`src/rtl/sound_event_scheduler.sv`:
```
// Piezo sound sequencer: latches one-cycle sound requests, arbitrates them by priority
// and plays the selected melody as a square wave, with gaps and preemption.
module sound_event_scheduler #(
  parameter int NOTE_TICKS = 5_000_000,
  parameter int GAP_TICKS  = 500_000,
  parameter int TICK_TICKS = 1_000_000
) (
  input  logic       clk,
  input  logic       rst,
  input  logic       ev_key,
  input  logic       ev_tick,
  input  logic       ev_win,
  input  logic       ev_lose,
  input  logic       ev_clear,
  input  logic       ev_over,
  input  logic       mute,
  output logic       piezo_out,
  output logic       busy,
  output logic [2:0] cur_event,
  output logic [3:0] note_code
);

  localparam int DUR_MAX = (NOTE_TICKS > TICK_TICKS) ? NOTE_TICKS : TICK_TICKS;
  localparam int DUR_W   = $clog2(DUR_MAX + 1);
  localparam int GAP_W   = $clog2(GAP_TICKS + 1);

  localparam logic [2:0] EV_NONE  = 3'd0;
  localparam logic [2:0] EV_KEY   = 3'd1;
  localparam logic [2:0] EV_TICK  = 3'd2;
  localparam logic [2:0] EV_WIN   = 3'd3;
  localparam logic [2:0] EV_LOSE  = 3'd4;
  localparam logic [2:0] EV_CLEAR = 3'd5;
  localparam logic [2:0] EV_OVER  = 3'd6;

  typedef enum logic [1:0] {IDLE, TONE, GAP} state_t;

  state_t           state, state_nxt;
  logic [5:0]       pend;
  logic [5:0]       sel_oh;
  logic [5:0]       clr_mask;
  logic [5:0]       ev_vec;
  logic [2:0]       sel_ev;
  logic [2:0]       note_idx;
  logic [16:0]      half_cnt;
  logic [DUR_W-1:0] dur_cnt;
  logic [DUR_W-1:0] dur_m1;
  logic [GAP_W-1:0] gap_cnt;
  logic             tone;
  logic             any_pend;
  logic             preempt;
  logic             tone_end;
  logic             gap_end;
  logic             last_note;

  // Priority class: over 4, clear 3, win/lose 2, tick 1, key 0.
  function automatic logic [2:0] ev_class(input logic [2:0] ev);
    case (ev)
      EV_OVER:         return 3'd4;
      EV_CLEAR:        return 3'd3;
      EV_WIN, EV_LOSE: return 3'd2;
      EV_TICK:         return 3'd1;
      default:         return 3'd0;
    endcase
  endfunction

  function automatic logic [2:0] mel_len(input logic [2:0] ev);
    case (ev)
      EV_KEY, EV_TICK: return 3'd1;
      EV_WIN:          return 3'd4;
      EV_LOSE:         return 3'd3;
      EV_CLEAR:        return 3'd6;
      EV_OVER:         return 3'd5;
      default:         return 3'd1;
    endcase
  endfunction

  function automatic logic [3:0] mel_note(input logic [2:0] ev, input logic [2:0] idx);
    logic [3:0] n;
    n = 4'd0;
    case (ev)
      EV_KEY:  n = 4'd11;
      EV_TICK: n = 4'd10;
      EV_WIN:
        case (idx)
          3'd0:    n = 4'd7;
          3'd1:    n = 4'd8;
          3'd2:    n = 4'd9;
          default: n = 4'd11;
        endcase
      EV_LOSE:
        case (idx)
          3'd0:    n = 4'd5;
          3'd1:    n = 4'd3;
          default: n = 4'd1;
        endcase
      EV_CLEAR:
        case (idx)
          3'd0:       n = 4'd7;
          3'd1:       n = 4'd8;
          3'd2, 3'd4: n = 4'd9;
          default:    n = 4'd11;
        endcase
      EV_OVER:
        case (idx)
          3'd0:    n = 4'd5;
          3'd1:    n = 4'd4;
          3'd2:    n = 4'd3;
          3'd3:    n = 4'd2;
          default: n = 4'd1;
        endcase
      default: n = 4'd0;
    endcase
    return n;
  endfunction

  // Half-period in clocks, minus one, so it compares directly with the counter.
  function automatic logic [16:0] half_m1(input logic [3:0] code);
    case (code)
      4'd1:    return 17'd95419;
      4'd2:    return 17'd85033;
      4'd3:    return 17'd75757;
      4'd4:    return 17'd71632;
      4'd5:    return 17'd63775;
      4'd6:    return 17'd50606;
      4'd7:    return 17'd47800;
      4'd8:    return 17'd37935;
      4'd9:    return 17'd31887;
      4'd10:   return 17'd28408;
      4'd11:   return 17'd23877;
      default: return 17'd0;
    endcase
  endfunction

  assign ev_vec = {ev_over, ev_clear, ev_lose, ev_win, ev_tick, ev_key};

  // Lose is checked before win so it takes the tie inside their shared class.
  always_comb begin
    sel_ev = EV_NONE;
    sel_oh = 6'b0;
    if (pend[5])      begin sel_ev = EV_OVER;  sel_oh = 6'b100000; end
    else if (pend[4]) begin sel_ev = EV_CLEAR; sel_oh = 6'b010000; end
    else if (pend[3]) begin sel_ev = EV_LOSE;  sel_oh = 6'b001000; end
    else if (pend[2]) begin sel_ev = EV_WIN;   sel_oh = 6'b000100; end
    else if (pend[1]) begin sel_ev = EV_TICK;  sel_oh = 6'b000010; end
    else if (pend[0]) begin sel_ev = EV_KEY;   sel_oh = 6'b000001; end
  end

  assign any_pend  = |pend;
  assign preempt   = (state != IDLE) && any_pend && (ev_class(sel_ev) > ev_class(cur_event));
  assign dur_m1    = ((cur_event == EV_KEY) || (cur_event == EV_TICK)) ?
                     DUR_W'(TICK_TICKS - 1) : DUR_W'(NOTE_TICKS - 1);
  assign tone_end  = (state == TONE) && (dur_cnt == dur_m1);
  assign gap_end   = (state == GAP) && (gap_cnt == GAP_W'(GAP_TICKS - 1));
  assign last_note = (note_idx == (mel_len(cur_event) - 3'd1));

  // Starting a big melody flushes queued tick/key beeps along with the selected bit.
  always_comb begin
    clr_mask = 6'b0;
    if ((state == IDLE) && any_pend) begin
      clr_mask = sel_oh;
      if (ev_class(sel_ev) >= 3'd2) clr_mask[1:0] = 2'b11;
    end
  end

  always_comb begin
    state_nxt = state;
    case (state)
      IDLE: if (any_pend) state_nxt = TONE;
      TONE: begin
        if (preempt)       state_nxt = IDLE;
        else if (tone_end) state_nxt = GAP;
      end
      GAP: begin
        if (preempt)      state_nxt = IDLE;
        else if (gap_end) state_nxt = last_note ? IDLE : TONE;
      end
      default: state_nxt = IDLE;
    endcase
  end

  always_ff @(posedge clk) begin
    if (rst) begin
      state     <= IDLE;
      pend      <= 6'b0;
      cur_event <= EV_NONE;
      note_code <= 4'd0;
      note_idx  <= 3'd0;
      half_cnt  <= 17'd0;
      dur_cnt   <= '0;
      gap_cnt   <= '0;
      tone      <= 1'b0;
    end else begin
      state <= state_nxt;
      pend  <= (pend & ~clr_mask) | ev_vec;
      case (state)
        IDLE: begin
          if (any_pend) begin
            cur_event <= sel_ev;
            note_idx  <= 3'd0;
            note_code <= mel_note(sel_ev, 3'd0);
            half_cnt  <= 17'd0;
            dur_cnt   <= '0;
            tone      <= 1'b0;
          end
        end
        TONE: begin
          if (preempt) begin
            cur_event <= EV_NONE;
            note_code <= 4'd0;
            tone      <= 1'b0;
          end else if (tone_end) begin
            note_code <= 4'd0;
            tone      <= 1'b0;
            gap_cnt   <= '0;
          end else begin
            dur_cnt <= dur_cnt + DUR_W'(1);
            if (half_cnt == half_m1(note_code)) begin
              half_cnt <= 17'd0;
              tone     <= ~tone;
            end else begin
              half_cnt <= half_cnt + 17'd1;
            end
          end
        end
        GAP: begin
          if (preempt) begin
            cur_event <= EV_NONE;
            note_code <= 4'd0;
          end else if (gap_end) begin
            if (last_note) begin
              cur_event <= EV_NONE;
            end else begin
              note_idx  <= note_idx + 3'd1;
              note_code <= mel_note(cur_event, note_idx + 3'd1);
              half_cnt  <= 17'd0;
              dur_cnt   <= '0;
              tone      <= 1'b0;
            end
          end else begin
            gap_cnt <= gap_cnt + GAP_W'(1);
          end
        end
        default: ;
      endcase
    end
  end

  assign busy      = (state != IDLE);
  assign piezo_out = (state == TONE) && tone && !mute;

endmodule
```
`config.mk`:
```
export PLATFORM = sky130hd
export DESIGN_NAME = sound_event_scheduler
export DESIGN_NICKNAME = d
export VERILOG_FILES = /design/src/rtl/sound_event_scheduler.sv
export SDC_FILE = /design/constraint.sdc
export NUM_CORES = 1
export LEC_CHECK = 0
export ABC_CLOCK_PERIOD_IN_PS = 8350
export CORE_UTILIZATION = 66
export DETAILED_ROUTE_END_ITERATION = 6
export GPL_ROUTABILITY_DRIVEN = 0
export GPL_TIMING_DRIVEN = 0
export PLACE_DENSITY = 0.85
export REMOVE_ABC_BUFFERS = 1
export SETUP_SLACK_MARGIN = 0.4
export SYNTH_ARGS = -nofsm -noshare
export SYNTH_HDL_FRONTEND = slang
export SYNTH_SLANG_ARGS = --single-unit
```
`constraint.sdc`:
```
create_clock -name clk -period 8.35 [get_ports clk]
set_clock_uncertainty 0.15 [all_clocks]
set_input_delay 2.0875 -clock clk [delete_from_list [all_inputs] [get_ports clk]]
set_output_delay 2.0875 -clock clk [all_outputs]
set_load 0.01 [all_outputs]
```
==> results.py <==
metrics = {
    "cells_and_area": {
        "diodes": 0,
        "areaGrowthSynthToFinish_pct": 6.906,
        "multiInputGateArea_sq_um": 3196,
        "fin_cells": 751,
        "nFillCells": 622,
        "drive_above_1_share": 0.05239,
        "design_area_sq_um": 5694,
        "seqCellArea_sq_um": 1902,
        "fin_nets": 677,
    },
    "clock_network": {
        "post-cts-setup-buffers": 0,
        "numCtsBuffers": 9,
        "ctsResizeCount": 0,
        "cts-hold-fix-buffers": 0,
        "clock_path_buffers": 2,
        "clkLatencyLatePin_ps": 370,
        "clkTransAtPathRegs_ps": 80,
        "cts_tree": "done",
        "cts_root_buf": "clkbuf_8",
        "cts.sinks": 95,
        "htreeDepth": 3,
    },
    "global_routing": {
        "grt_use_total": 0.2847,
        "grt_pass1_wl_microns": 19600,
        "grt_pass1_vias": 4291,
        "grt_max_degree": 28,
        "grt-ovfl-total": 0,
        "antenna_found_initial": 0,
    },
    "critical_path": {
        "path_cells": "clkdlybuf4s50_1, nor2_1, clkdlybuf4s50_1",
        "slowest_delay_ps": 530,
        "cp_max_fo": 1,
        "worstSetupEndpointType": "primary output",
        "critPathSlowestCell": "clkdlybuf4s50_1",
        "arrival_ps": 3120,
        "crit_required_ps": 6110,
        "crit_path_start_kind": "input pin",
        "criticalPathCategory": "input pin to primary output",
        "crit_path_frequent_cell": "clkdlybuf4s50_1",
    },
    "die": {
        "placementRows": 32,
        "die_w_microns": 91.84,
        "die_h_microns": 91.84,
        "ios": 18,
        "core_sq_um": 7767,
        "start_util": 0.6857,
        "dieArea_sq_um": 8434,
    },
    "timing": {
        "finalSetupTns_ps": 0,
        "period_needed_ps": 5357,
        "whs_ps": 356.8,
        "slew_viol_final": 0,
        "rsz0062_at_grt": "false",
        "setup_violations": 0,
        "tightestPinTransition_ps": 1227,
        "period_share": 0.6415,
        "clock.fmax_mhz": 186.7,
        "setup_ws_ps": 2993,
        "relSlewSlack": 0.1762,
        "hold_viol": 0,
    },
    "pwr": {
        "irDropWorstVdd_mv": 0.2685,
        "power_density_nw_per_um2": 286.0,
        "p_leak_nw": 1.990,
    },
    "place": {
        "hpwl_microns": 8004,
        "dp_slack_ps": 2991,
        "placed_cells": 735,
        "dpl_cell_area_sq_um": 5512,
        "portBuffers": 17,
    },
    "yosys": {
        "synth_cell_types": 64,
        "ys_ff_latch": 95,
        "syn_inst": 646,
        "ys.flop_type": "dfxtp_1",
        "syn_area_sq_um": 5326,
        "ys_async_sr_fraction": 0,
        "synth_edf_count": 0,
        "yosysSeqAreaShare": 0.3571,
        "synth_area_per_cell_sq_um": 8.245,
        "ys.warnings.count": 0,
    },
    "route": {
        "drtIter0Drc": 270,
        "dr_wl_met2_microns": 5631,
        "drt-met1-wl_microns": 5192,
        "ant_nets": 0,
        "top_layer_used": "met4",
        "wl_per_cell_microns": 15.40,
        "drcViolationCount": 0,
        "met3WireLength_microns": 543,
        "first_pass_iters": 5,
        "via_count": 4655,
        "via_per_inst": 6.198,
        "drt_wl_total_microns": 11560,
    },
    "hold_path": {
        "hold_class": "flop to flop",
    },
    "outcome": {
        "status": "finished clean",
    },
    "flow_run": {
        "drv_cap": 0,
    },
}
Yosys cell counts, drive strengths merged (3+ instances only):
cell / number / share of area
nand3: 29 / 0.029
ha: 24 / 0.056
o21ai: 24 / 0.023
o32ai: 3 / 0.0049
nand2: 44 / 0.031
or4: 5 / 0.0078
inv: 27 / 0.019
or3: 16 / 0.019
clkbuf: 26 / 0.018
buf: 5 / 0.0049
nor3: 21 / 0.020
mux2i: 11 / 0.023
xnor2: 48 / 0.079
o211ai: 4 / 0.0056
a211o: 3 / 0.0049
nand4b: 3 / 0.0078
o211a: 3 / 0.0056
and2: 5 / 0.0059
mux2: 4 / 0.0085
a21oi: 33 / 0.031
or2: 4 / 0.0047
nor2b: 5 / 0.0059
nor2: 84 / 0.059
a31oi: 5 / 0.0059
nand4: 24 / 0.028
a211oi: 5 / 0.0080
dfxtp: 95 / 0.36
nor4: 8 / 0.0094
o22ai: 12 / 0.014
xor2: 23 / 0.038
o21a: 3 / 0.0042
and3: 10 / 0.012
through the flow:
stage,util,power [W]
CTS,0.7331,0.001618
finish,0.7331,0.001629
detailed placement,0.7096,0.001329
floorplan,-,0.001126
global placement,0.7081,0.001296
global route,0.7331,0.001730
per-layer routing:
layer | vias up | track usage
met1 | 2212 | 0.3515
li1 | 2277 | -
met5 | - | 0
met3 | 26 | 0.04892
met4 | 0 | 0.1263
met2 | 140 | 0.4862
cell usage in the layout (no fill, tap or decap), drive strengths merged, types with 8 or more instances in the layout:
master / synthesis / layout
or3: 16 / 16
clkbuf: 26 / 11
o21ai: 24 / 24
nand2: 44 / 44
dfxtp: 95 / 95
nand4: 24 / 24
ha: 24 / 24
xor2: 23 / 23
xnor2: 48 / 48
nor3: 21 / 21
a21oi: 33 / 33
mux2i: 11 / 11
inv: 27 / 28
clkdlybuf4s50: 0 / 17
nor2: 84 / 84
nand3: 29 / 29
o22ai: 12 / 12
and3: 10 / 10
nor4: 8 / 8
power breakdown:
group,switching (W),internal [W],leakage (nW),total [W]
combinational,0.000458,0.000298,1.13,0.000756
clock,0.000168,0.000119,0.0861,0.000287
sequential,0.0000668,0.000519,0.774,0.000586
total,0.000693,0.000936,1.99,0.00163
layout make-up:
class                   count  area share
multi-input cells         492      0.5612
flip-flops and latches     95      0.3340
repair buffers             18     0.03186
clock buffers              11     0.02483
well taps                 102     0.02241
inverters                  28     0.01846
clock inverters             5    0.007251
path summary, 6_finish.rpt:
path | start | end | slack, ps | depth (start not counted)
min | half_cnt[1] | half_cnt[1] | 360 | 2
max | mute | piezo_out | 2990 | 3
max reg2reg | cur_event[0] | flop | 3190 | 15
min reg2reg | half_cnt[1] | half_cnt[1] | 360 | 2
cell families (layout without fill, tap and decap cells):
| kind of cell | after synthesis | in the layout | share of synthesized area |
|---|---|---|---|
| xor+xnor | 71 | 71 | 0.1167 |
| compound gates | 115 | 115 | 0.1421 |
| buf+inv | 59 | 62 | 0.04298 |
| simple gates | 267 | 267 | 0.2532 |
| flops | 95 | 95 | 0.3571 |
| fa+ha+maj | 24 | 24 | 0.05638 |
| mux | 15 | 15 | 0.03148 |
worst max-delay path: cells and delay by family:
kind | cells | cell delay [ps]
buf+inv | 2 | 930
simple gates | 1 | 100
No activity file was read; power rests on OpenSTA's default activity.
